$ cat config.mk
export PLATFORM = sky130hd
export DESIGN_NAME = ms_uart_tx_sched_flat
export DESIGN_NICKNAME = d
export VERILOG_FILES = /design/src/rtl/ms_uart_pkg.sv /design/src/rtl/ms_uart_tx_sched_if.sv /design/src/rtl/ms_uart_tx_tmr.sv /design/src/rtl/ms_uart_tx_sched.sv /design/src/flat_wrapper.sv
export SDC_FILE = /design/constraint.sdc
export NUM_CORES = 1
export LEC_CHECK = 0
export BUFFER_PORTS_ARGS = -buffer_cell sky130_fd_sc_hd__clkbuf_2
export CAP_MARGIN = 15
export CORE_UTILIZATION = 29
export DETAILED_ROUTE_END_ITERATION = 12
export SKIP_CTS_REPAIR_TIMING = 1
export SYNTH_ARGS = -nofsm -noshare
export SYNTH_HDL_FRONTEND = slang
export SYNTH_SLANG_ARGS = --single-unit
$ cat constraint.sdc
create_clock -name CLK -period 1.74 [get_ports CLK]
set_clock_uncertainty 0.1 [all_clocks]
set_input_delay 0.348 -clock CLK [delete_from_list [all_inputs] [get_ports CLK]]
set_output_delay 0.348 -clock CLK [all_outputs]
set_load 0.005 [all_outputs]
$ cat src/rtl/ms_uart_pkg.sv
// Shared types and defaults for the UART TX scheduler slice.
// Optional MS_UART_TX_GAP_EN adds the GAP state used for inter-frame spacing.
package ms_uart_pkg;

    localparam int DWIDTH_DEF      = 8;
    localparam int ACK_TIMEOUT_DEF = 64;
    localparam int GAP_W           = 8;

    typedef enum logic [3:0] {
        ST_IDLE      = 4'd0,
        ST_POP       = 4'd1,
        ST_LATCH     = 4'd2,
        ST_START     = 4'd3,
        ST_WAIT_BUSY = 4'd4,
        ST_WAIT_DONE = 4'd5,
        ST_FLUSH_POP = 4'd6,
        ST_FLUSH_CHK = 4'd7
`ifdef MS_UART_TX_GAP_EN
        ,
        ST_GAP       = 4'd8
`endif
    } sched_state_e;

    // The timer holds either the ack timeout or an 8-bit gap count, whichever is wider.
    function automatic int tmr_width(input int ack_timeout);
        int w;
        w = $clog2(ack_timeout);
        return (w > GAP_W) ? w : GAP_W;
    endfunction

endpackage

$ cat src/rtl/ms_uart_tx_sched_if.sv
// FIFO-side and transmitter-side signals of the TX scheduler.
// Handshake: FIFO_RD pops one entry whose data appears on FIFO_DOUT next cycle;
// TX_START is a one-cycle strobe, TX_BUSY high marks the frame in flight.
interface ms_uart_tx_sched_if
    import ms_uart_pkg::*;
#(
    parameter int DWIDTH = DWIDTH_DEF
);
    logic              FIFO_EMPTY;
    logic [DWIDTH-1:0] FIFO_DOUT;
    logic              FIFO_RD;
    logic              TX_BUSY;
    logic              TX_START;
    logic [DWIDTH-1:0] TX_DATA;

    modport master (
        input  FIFO_EMPTY, FIFO_DOUT, TX_BUSY,
        output FIFO_RD, TX_START, TX_DATA
    );

    modport slave (
        output FIFO_EMPTY, FIFO_DOUT, TX_BUSY,
        input  FIFO_RD, TX_START, TX_DATA
    );
endinterface

$ cat src/rtl/ms_uart_tx_tmr.sv
// Loadable down-counter that saturates at zero; load wins over decrement.
module ms_uart_tx_tmr #(
    parameter int WIDTH = 8
) (
    input  logic             CLK,
    input  logic             RESETN,
    input  logic             load_i,
    input  logic             dec_i,
    input  logic [WIDTH-1:0] load_val_i,
    output logic             zero_o
);
    logic [WIDTH-1:0] cnt_q, cnt_d;

    always_comb begin
        cnt_d = cnt_q;
        if (load_i) begin
            cnt_d = load_val_i;
        end else if (dec_i && (cnt_q != '0)) begin
            cnt_d = cnt_q - 1'b1;
        end
    end

    always_ff @(posedge CLK) begin
        if (!RESETN) begin
            cnt_q <= '0;
        end else begin
            cnt_q <= cnt_d;
        end
    end

    assign zero_o = (cnt_q == '0);
endmodule

$ cat src/rtl/ms_uart_tx_sched.sv
// Drains the TX FIFO into the transmitter one frame at a time, with flush,
// stuck-transmitter timeout and drain-complete pulse. Option: MS_UART_TX_GAP_EN.
module ms_uart_tx_sched
    import ms_uart_pkg::*;
#(
    parameter int DWIDTH      = DWIDTH_DEF,
    parameter int CWIDTH      = 16,
    parameter int ACK_TIMEOUT = ACK_TIMEOUT_DEF
) (
    input  logic                CLK,
    input  logic                RESETN,
    input  logic                EN,
    input  logic                FLUSH,
`ifdef MS_UART_TX_GAP_EN
    input  logic [GAP_W-1:0]    GAP_CYCLES,
`endif
    ms_uart_tx_sched_if.master  bus,
    output logic [CWIDTH-1:0]   SENT_CNT,
    output logic                SCHED_IDLE,
    output logic                DONE_IRQ,
    output logic                TO_ERR,
    output sched_state_e        dbg_state_o
);
    localparam int TMR_W = tmr_width(ACK_TIMEOUT);

    sched_state_e      state_q, state_d;
    logic [DWIDTH-1:0] tx_data_q, tx_data_d;
    logic [CWIDTH-1:0] sent_cnt_q, sent_cnt_d;
    logic              had_frame_q, had_frame_d;
    logic              to_err_q, to_err_d;

    logic              fifo_rd, tx_start, done_irq;
    logic              tmr_load, tmr_dec, tmr_zero;
    logic [TMR_W-1:0]  tmr_load_val;

    ms_uart_tx_tmr #(.WIDTH(TMR_W)) u_tmr (
        .CLK        (CLK),
        .RESETN     (RESETN),
        .load_i     (tmr_load),
        .dec_i      (tmr_dec),
        .load_val_i (tmr_load_val),
        .zero_o     (tmr_zero)
    );

    always_ff @(posedge CLK) begin
        if (!RESETN) begin
            state_q <= ST_IDLE;
        end else begin
            state_q <= state_d;
        end
    end

    always_comb begin
        state_d = state_q;
        case (state_q)
            ST_IDLE: begin
                if (FLUSH && !bus.FIFO_EMPTY) begin
                    state_d = ST_FLUSH_POP;
                end else if (EN && !bus.FIFO_EMPTY && !bus.TX_BUSY) begin
                    state_d = ST_POP;
                end
            end
            ST_POP:       state_d = ST_LATCH;
            ST_LATCH:     state_d = ST_START;
            ST_START:     state_d = ST_WAIT_BUSY;
            ST_WAIT_BUSY: begin
                if (bus.TX_BUSY) begin
                    state_d = ST_WAIT_DONE;
                end else if (tmr_zero) begin
                    state_d = ST_IDLE;
                end
            end
            ST_WAIT_DONE: begin
                if (!bus.TX_BUSY) begin
`ifdef MS_UART_TX_GAP_EN
                    state_d = (GAP_CYCLES != '0) ? ST_GAP : ST_IDLE;
`else
                    state_d = ST_IDLE;
`endif
                end
            end
            ST_FLUSH_POP: state_d = ST_FLUSH_CHK;
            ST_FLUSH_CHK: state_d = (FLUSH && !bus.FIFO_EMPTY) ? ST_FLUSH_POP : ST_IDLE;
`ifdef MS_UART_TX_GAP_EN
            ST_GAP:       if (tmr_zero) state_d = ST_IDLE;
`endif
            default:      state_d = ST_IDLE;
        endcase
    end

    // The timer is preloaded with ACK_TIMEOUT-1 so expiry lands on the last allowed WAIT_BUSY cycle.
    always_comb begin
        tx_data_d    = tx_data_q;
        sent_cnt_d   = sent_cnt_q;
        had_frame_d  = had_frame_q;
        to_err_d     = to_err_q;
        fifo_rd      = 1'b0;
        tx_start     = 1'b0;
        done_irq     = 1'b0;
        tmr_load     = 1'b0;
        tmr_dec      = 1'b0;
        tmr_load_val = '0;
        case (state_q)
            ST_IDLE: begin
                if (EN && bus.FIFO_EMPTY && had_frame_q) begin
                    done_irq    = 1'b1;
                    had_frame_d = 1'b0;
                end
            end
            ST_POP, ST_FLUSH_POP: fifo_rd = !bus.FIFO_EMPTY;
            ST_LATCH:             tx_data_d = bus.FIFO_DOUT;
            ST_START: begin
                tx_start     = 1'b1;
                tmr_load     = 1'b1;
                tmr_load_val = TMR_W'(ACK_TIMEOUT - 1);
            end
            ST_WAIT_BUSY: begin
                if (!bus.TX_BUSY) begin
                    tmr_dec = 1'b1;
                    if (tmr_zero) to_err_d = 1'b1;
                end
            end
            ST_WAIT_DONE: begin
                if (!bus.TX_BUSY) begin
                    sent_cnt_d  = sent_cnt_q + 1'b1;
                    had_frame_d = 1'b1;
`ifdef MS_UART_TX_GAP_EN
                    tmr_load     = 1'b1;
                    tmr_load_val = TMR_W'(GAP_CYCLES) - 1'b1;
`endif
                end
            end
`ifdef MS_UART_TX_GAP_EN
            ST_GAP:  tmr_dec = 1'b1;
`endif
            default: ;
        endcase
    end

    always_ff @(posedge CLK) begin
        if (!RESETN) begin
            tx_data_q   <= '0;
            sent_cnt_q  <= '0;
            had_frame_q <= 1'b0;
            to_err_q    <= 1'b0;
        end else begin
            tx_data_q   <= tx_data_d;
            sent_cnt_q  <= sent_cnt_d;
            had_frame_q <= had_frame_d;
            to_err_q    <= to_err_d;
        end
    end

    assign bus.FIFO_RD  = fifo_rd;
    assign bus.TX_START = tx_start;
    assign bus.TX_DATA  = tx_data_q;
    assign SENT_CNT     = sent_cnt_q;
    assign SCHED_IDLE   = (state_q == ST_IDLE);
    assign DONE_IRQ     = done_irq;
    assign TO_ERR       = to_err_q;
    assign dbg_state_o  = state_q;
endmodule

$ cat src/flat_wrapper.sv
// flat-port wrapper written by rule: the top's interface ports become plain ports
module ms_uart_tx_sched_flat import ms_uart_pkg::*;
#(
    parameter int DWIDTH      = DWIDTH_DEF,
    parameter int CWIDTH      = 16,
    parameter int ACK_TIMEOUT = ACK_TIMEOUT_DEF
)
  (CLK, RESETN, EN, FLUSH, SENT_CNT, SCHED_IDLE, DONE_IRQ, TO_ERR, dbg_state_o, bus_FIFO_EMPTY, bus_FIFO_DOUT, bus_TX_BUSY, bus_FIFO_RD, bus_TX_START, bus_TX_DATA);
  ms_uart_tx_sched_if #(.DWIDTH(DWIDTH)) bus_i ();
  input  logic CLK;
  input  logic RESETN;
  input  logic EN;
  input  logic FLUSH;
  output logic [CWIDTH-1:0] SENT_CNT;
  output logic SCHED_IDLE;
  output logic DONE_IRQ;
  output logic TO_ERR;
  output sched_state_e dbg_state_o;
  input wire logic [$bits(bus_i.FIFO_EMPTY)-1:0] bus_FIFO_EMPTY;
  input wire logic [$bits(bus_i.FIFO_DOUT)-1:0] bus_FIFO_DOUT;
  input wire logic [$bits(bus_i.TX_BUSY)-1:0] bus_TX_BUSY;
  output wire logic [$bits(bus_i.FIFO_RD)-1:0] bus_FIFO_RD;
  output wire logic [$bits(bus_i.TX_START)-1:0] bus_TX_START;
  output wire logic [$bits(bus_i.TX_DATA)-1:0] bus_TX_DATA;
  assign bus_i.FIFO_EMPTY = bus_FIFO_EMPTY;
  assign bus_i.FIFO_DOUT = bus_FIFO_DOUT;
  assign bus_i.TX_BUSY = bus_TX_BUSY;
  assign bus_FIFO_RD = bus_i.FIFO_RD;
  assign bus_TX_START = bus_i.TX_START;
  assign bus_TX_DATA = bus_i.TX_DATA;
  ms_uart_tx_sched #(.DWIDTH(DWIDTH), .CWIDTH(CWIDTH), .ACK_TIMEOUT(ACK_TIMEOUT)) u_core (.CLK(CLK), .RESETN(RESETN), .EN(EN), .FLUSH(FLUSH), .bus(bus_i), .SENT_CNT(SENT_CNT), .SCHED_IDLE(SCHED_IDLE), .DONE_IRQ(DONE_IRQ), .TO_ERR(TO_ERR), .dbg_state_o(dbg_state_o));
endmodule
==> qor.txt, run 1 <==
Ys Warns: 0
Final #Nets: 302
Period utilisation layout: 1.00
Sink Count: 37
Cell Rows: 28
Hold Fails Final Rpt: 0
Async SR Flop Fraction: 0
Max clock buf depth: 2
DP HPWL: 3200 um
Synth top area cells: dfxtp_1 (41%), nor2_1 (5.6%), mux2i_1 (5.5%)
Die X-Extent: 80.9 um
Final setup fails: 1
Worst setup SP type: flip-flop
Fillers: 602
CTS Buf Count: 5
Root Driver: clkbuf_8
Vias per std cell: 4.83
Pin count of the biggest net entering global routing: 18
Worst Hold Launch: bus_FIFO_DOUT[4]
Final Cell Area: 2580 um2
Clock slew at reported path FFs: 0.07 ns
Min Tclk post-route: 1.74 ns
Share of layout cells above drive strength 1: 0.413
Initial antenna violation count: 0
Starting Density: 0.303
Post-Route Setup TNS: -0.00106 ns
Post-synth top flop: dfxtp_1
Maximum fanout along the worst path: 6
Reg2reg setup slack: 0.04 ns
Total gr overflow: 0
Iteration-0 DRC Markers: 50
Gate Count Post-Synth: 204
Crit path DAT: 1.29 ns
Critical path class: flip-flop to primary output
Worst r2r path cells: 6
R2R Path Start: u_core.dbg_state_o[1]
Highest Clock Rate: 574 MHz
Worst-skew pair later-pin latency: 0.29 ns
Seq/Total Area, Yosys: 0.411
CTS tree: done
Max Cap Viol: 0
Power Density: 865 nW/um2
Syn avg cell area: 8.84 um2
WL per Instance: 12.5 um
Post-synthesis cell type count: 46
Overall power: 2.24 mW
Storage element area: 752 um2
Final WS setup: -0.00106 ns
Synthesized Nets: 221
First-pass detailed-route iteration total: 4
GR Util All Layers: 0.139
RR Endpoint: u_core.bus.TX_DATA[1]
Total I/O pin count: 47
Status: finished, violations left
Die area: 6540 um2
Routed WL: 4520 um
Via Count: 1744
Final ANT Viol Nets: 0
IO Port Bufs: 45
Std-Cell Core Area: 5960 um2
Multi-input gate area: 1080 um2
Leakage: 1.11 nW
Yosys reg bits: 37
Yosys top cell area share: 0.411
Failing checks: setup timing
First-pass GRT wire length: 6990 um
Cell accounting for the most synthesized area: dfxtp_1
Area after DPL: 2320 um2
Unrepaired setup endpoints after global routing: yes
WHS: 0.204 ns
Hold path cells: 3
Vias in the first global route: 1575
EDFF count, synth: 0
DRC viols: 0
Peak supply drop: 0.000398 V
Global placement routability congestion: 0.790
Area grow syn2layout: 43.3%
Top-count cell post-synth: dfxtp_1
H-tree levels: 2
Worst EP required: 1.29 ns
Hold EP: u_core.bus.TX_DATA[4]
Die Y: 80.9 um
Critical Path Sink Type: primary output
Netlist Area Pre-Place: 1800 um2
Slew Limit Fails: 0
Diodes inserted: 0
Hold Crit Class: input pin to flip-flop
Post-synth top cells: dfxtp_1 (37), nor2_1 (27), a21oi_1 (10), mux2i_1 (10), nand2_1 (10)
sequential cells by signal, indices dropped and copies added, names as in the netlist:
signal	flops
u_core.SENT_CNT	16
u_core.TO_ERR	1
u_core.bus.TX_DATA	8
u_core.dbg_state_o	3
u_core.had_frame_q	1
u_core.u_tmr.cnt_q	8
cell families after synthesis:
logic type | count (synthesis) | share of synthesized area
simple gates | 88 | 0.274
compound gates | 37 | 0.144
flops | 37 | 0.411
buf+inv | 17 | 0.0402
xor+xnor | 11 | 0.0534
mux | 10 | 0.0555
fa+ha+maj | 3 | 0.0208
other cells | 1 | 0.00208
layout by cell type (no fill, tap or decap), types with 3 or more instances in the layout:
| cell | instances |
|---|---|
| xnor2_1 | 5 |
| dfxtp_2 | 3 |
| nand2_1 | 8 |
| xor2_1 | 6 |
| o21ai_0 | 4 |
| nor2_1 | 26 |
| and4_1 | 3 |
| a311oi_1 | 3 |
| nor2b_1 | 3 |
| clkbuf_8 | 5 |
| nand2b_1 | 4 |
| a21oi_1 | 9 |
| inv_1 | 5 |
| or4_1 | 3 |
| clkbuf_2 | 44 |
| nand3_1 | 7 |
| nor3_1 | 8 |
| a211oi_1 | 4 |
| dfxtp_1 | 32 |
| nand4_1 | 5 |
| buf_4 | 34 |
| mux2i_1 | 10 |
through the flow:
stage	util	setup WS, ns	std cells
after floorplan	-	0.0899	204
after global placement	0.390	0.00591	347
after detailed placement	0.390	-0.0288	347
after CTS	0.404	-0.160	355
after global routing	0.434	-0.115	361
final	0.434	-0.00106	361
worst max-delay path, stage by stage (launching register included):
cell      delay [ns]
dfxtp_4         0.37
buf_8           0.13
nor3_4          0.18
and4_1          0.21
clkbuf_2        0.12
power by group:
part           total [mW]  switching (mW)  internal (mW)
clock network       0.578           0.300          0.278
registers           0.968          0.0551          0.913
logic               0.689           0.318          0.371
total                2.24           0.674           1.56
layout make-up:
| cell class | instances | share of cell area |
|---|---|---|
| clock buffers | 6 | 0.0281 |
| clock inverters | 2 | 0.00387 |
| inverters | 7 | 0.0102 |
| multi-input cells | 150 | 0.418 |
| flip-flops and latches | 37 | 0.291 |
| well taps | 75 | 0.0363 |
| repair buffers | 84 | 0.213 |
per-layer routing:
| metal | vias to the layer above | track usage | routed length, um | part of all wire |
|---|---|---|---|---|
| li1 | 892 | - | - | - |
| met1 | 801 | 0.172 | 2100 | 0.46 |
| met2 | 43 | 0.234 | 2130 | 0.47 |
| met3 | 8 | 0.0315 | 208 | 0.046 |
| met4 | 0 | 0.0536 | 82 | 0.018 |
| met5 | - | 0 | 0 | 0 |
how the worst max path moves through the flow:
| stage | start | to | slack [ns] | cells past startpoint |
|---|---|---|---|---|
| 2_1_floorplan | u_core.SENT_CNT[0] | u_core.SENT_CNT[14] | 0.09 | 5 |
| 3_3_place_gp | u_core.u_tmr.cnt_q[0] | u_core.dbg_state_o[0] | 0.006 | 7 |
| 3_5_place_dp | u_core.u_tmr.cnt_q[0] | u_core.dbg_state_o[0] | -0.03 | 7 |
| 4_1_cts | u_core.dbg_state_o[0] | bus_TX_START | -0.16 | 5 |
| 5_1_grt | u_core.dbg_state_o[1] | u_core.bus.TX_DATA[0] | -0.11 | 6 |
| 6_report | u_core.dbg_state_o[1] | DONE_IRQ | -0.001 | 4 |
Note: power is estimated with default switching activity, not from simulation.
==> inputs of run 2 (changes only) <==
--- a/config.mk
+++ b/config.mk
@@ -8,8 +8,10 @@
 export BUFFER_PORTS_ARGS = -buffer_cell sky130_fd_sc_hd__clkbuf_2
 export CAP_MARGIN = 15
 export CORE_UTILIZATION = 29
+export CTS_CLUSTER_DIAMETER = 120
 export DETAILED_ROUTE_END_ITERATION = 12
 export SKIP_CTS_REPAIR_TIMING = 1
 export SYNTH_ARGS = -nofsm -noshare
 export SYNTH_HDL_FRONTEND = slang
+export SYNTH_HIERARCHICAL = 1
 export SYNTH_SLANG_ARGS = --single-unit
==> qor.txt, run 2 <==
Total I/O pin count: 47
Worst EP required: 1.86 ns
GR Util All Layers: 0.138
Initial antenna violation count: 0
Std-Cell Core Area: 5990 um2
Leakage: 1.14 nW
Crit-path slowest cell: or4_4
Hold Crit Class: input pin to flip-flop
Starting Density: 0.305
Critical Path Sink Type: flip-flop
Commonest non-fill, non-tap cell in the layout: clkbuf_2
Worst Hold Launch: bus_FIFO_DOUT[7]
Worst slew pin tran: 0.519 ns
Post-synth top cells: dfxtp_1 (37), nand2_1 (30), a21oi_1 (26)
Die Y: 81.3 um
R2R Path Start: u_core/u_tmr/cnt_q[5]
Worst-path cell chain: or4_4 > buf_6 > or4_1 > a31oi_1
EDFF count, synth: 0
Status: finished, violations left
Cell Count, Final, Fillers Out: 381
WL per Instance: 12.1 um
Vias per std cell: 4.81
Vias in the first global route: 1559
Top-count cell post-synth: dfxtp_1
Rel. slew slack: 0.653
Final ANT Viol Nets: 0
Global placement routability congestion: 0.786
Clock slew at reported path FFs: 0.08 ns
Max reg flops: 16
Peak supply drop: 0.000363 V
Gate Count Post-Synth: 221
Diodes inserted: 0
Final Cell Area: 2700 um2
Cell accounting for the most synthesized area: dfxtp_1
Highest Clock Rate: 534 MHz
First-pass GRT wire length: 7070 um
Synth top area cells: dfxtp_1 (41%), a21oi_1 (7.1%), nand2_1 (6.2%)
Share of layout cells above drive strength 1: 0.412
Failing checks: setup timing
Total gr overflow: 0
First-pass detailed-route iteration total: 4
Ys Warns: 6
Worst-skew pair later-pin latency: 0.29 ns
Worst r2r path cells: 4
Root Driver: clkbuf_8
Yosys top cell area share: 0.406
Area after DPL: 2400 um2
DRC viols: 0
Post-synthesis cell type count: 42
Critical path class: flip-flop to flip-flop
Maximum fanout along the worst path: 4
Routed WL: 4600 um
Cell Rows: 28
Iteration-0 DRC Markers: 53
Hold Fails Final Rpt: 0
Placed Instances: 364
Yosys reg bits: 37
Sink Count: 37
Crit path DAT: 1.99 ns
Worst setup SP type: flip-flop
Slew Limit Fails: 0
Pin count of the biggest net entering global routing: 29
Final WS setup: -0.132 ns
Via Count: 1831
Async SR Flop Fraction: 0
Seq/Total Area, Yosys: 0.406
Fillers: 588
Hold path cells: 3
Commonest cells after routing, fill and taps aside: clkbuf_2 (44), buf_4 (32), nand2_1 (30)
CTS Buf Count: 5
Area grow syn2layout: 48.0%
Post-Route Setup TNS: -0.341 ns
Post-synth top flop: dfxtp_1
Die area: 6610 um2
Period utilisation layout: 1.08
Final setup fails: 6
Worst path max stage delay: 0.56 ns
Setup crit start: u_core/u_tmr/cnt_q[5]
Min Tclk post-route: 1.87 ns
DP HPWL: 3340 um
Syn avg cell area: 8.25 um2
CTS tree: done
Final #Nets: 322
Max Cap Viol: 0
Die X-Extent: 81.3 um
H-tree levels: 2
Netlist Area Pre-Place: 1820 um2
Max clock buf depth: 2
Unrepaired setup endpoints after global routing: yes
Power Density: 756 nW/um2
IO Port Bufs: 45
-- run 2: cell types whose count changed in the layout (fill, tap and decap cells not counted), sizes merged, moves of 4 or more --
cell	delta
or4	+4
mux2i	-9
nor2	-8
a211oi	-4
a21oi	+16
xnor2	+6
nand2	+20
-- run 2: cell type report --
cell class                 count  area [um2]  share of cell area
sequential                    37         764               0.283
timing repair buffer          86         579               0.215
clock buffer                   6        93.8              0.0348
inverter                       7        26.3             0.00973
clock inverter                 2        16.3             0.00602
multi-input combinational    168        1130               0.417
tap                           75        93.8              0.0348
-- run 2: logic make-up (layout without fill, tap and decap cells) --
family | count (synthesis) | count (layout) | share of synthesized area
compound gates | 48 | 48 | 0.163
fa+ha+maj | 3 | 3 | 0.0206
simple gates | 99 | 99 | 0.295
buf+inv | 18 | 101 | 0.0405
xor+xnor | 14 | 14 | 0.0672
flops | 37 | 37 | 0.406
other cells | 1 | 3 | 0.00206
mux | 1 | 1 | 0.00549
-- run 2: worst paths after layout --
kind,slack [ns],to
worst max-delay path,-0.13,u_core/u_tmr/cnt_q[6]
worst min-delay path,0.16,u_core/bus.TX_DATA[7]
worst max register to register,-0.13,u_core/u_tmr/cnt_q[6]
worst min register to register,0.36,u_core/bus.TX_DATA[4]
-- run 2: where the power goes --
group / internal (mW) / leakage (nW) / switching [mW]
clock: 0.371 / 0.0525 / 0.336
combinational: 0.216 / 0.777 / 0.202
sequential: 0.882 / 0.306 / 0.0347
-- run 2: critical path: cells and delay by family (launching register included) --
| family | cells | cell delay, ns |
|---|---|---|
| flip-flops | 1 | 0.33 |
| buffers and inverters | 1 | 0.15 |
| AO/OA/AOI/OAI | 1 | 0.17 |
| AND/OR/NAND/NOR | 2 | 1.06 |
-- run 2: through the flow --
stage | hold WS (ns) | util | power (mW) | setup slack [ns]
after global routing | 0.150 | 0.451 | 2.16 | -0.162
after CTS | 0.153 | 0.419 | 2.01 | -0.245
final | 0.164 | 0.451 | 2.04 | -0.132
after detailed placement | 0.348 | 0.400 | 1.29 | -0.233
after global placement | 0.341 | 0.400 | 1.29 | -0.195
after floorplan | 0.346 | - | 1.15 | -0.143
-- run 2: layer usage --
metal,up-vias,part of all wire,global-route usage
met5,-,0,0
met3,5,0.048,0.0315
met1,840,0.49,0.176
met2,38,0.45,0.220
met4,0,0.015,0.0589
li1,948,-,-
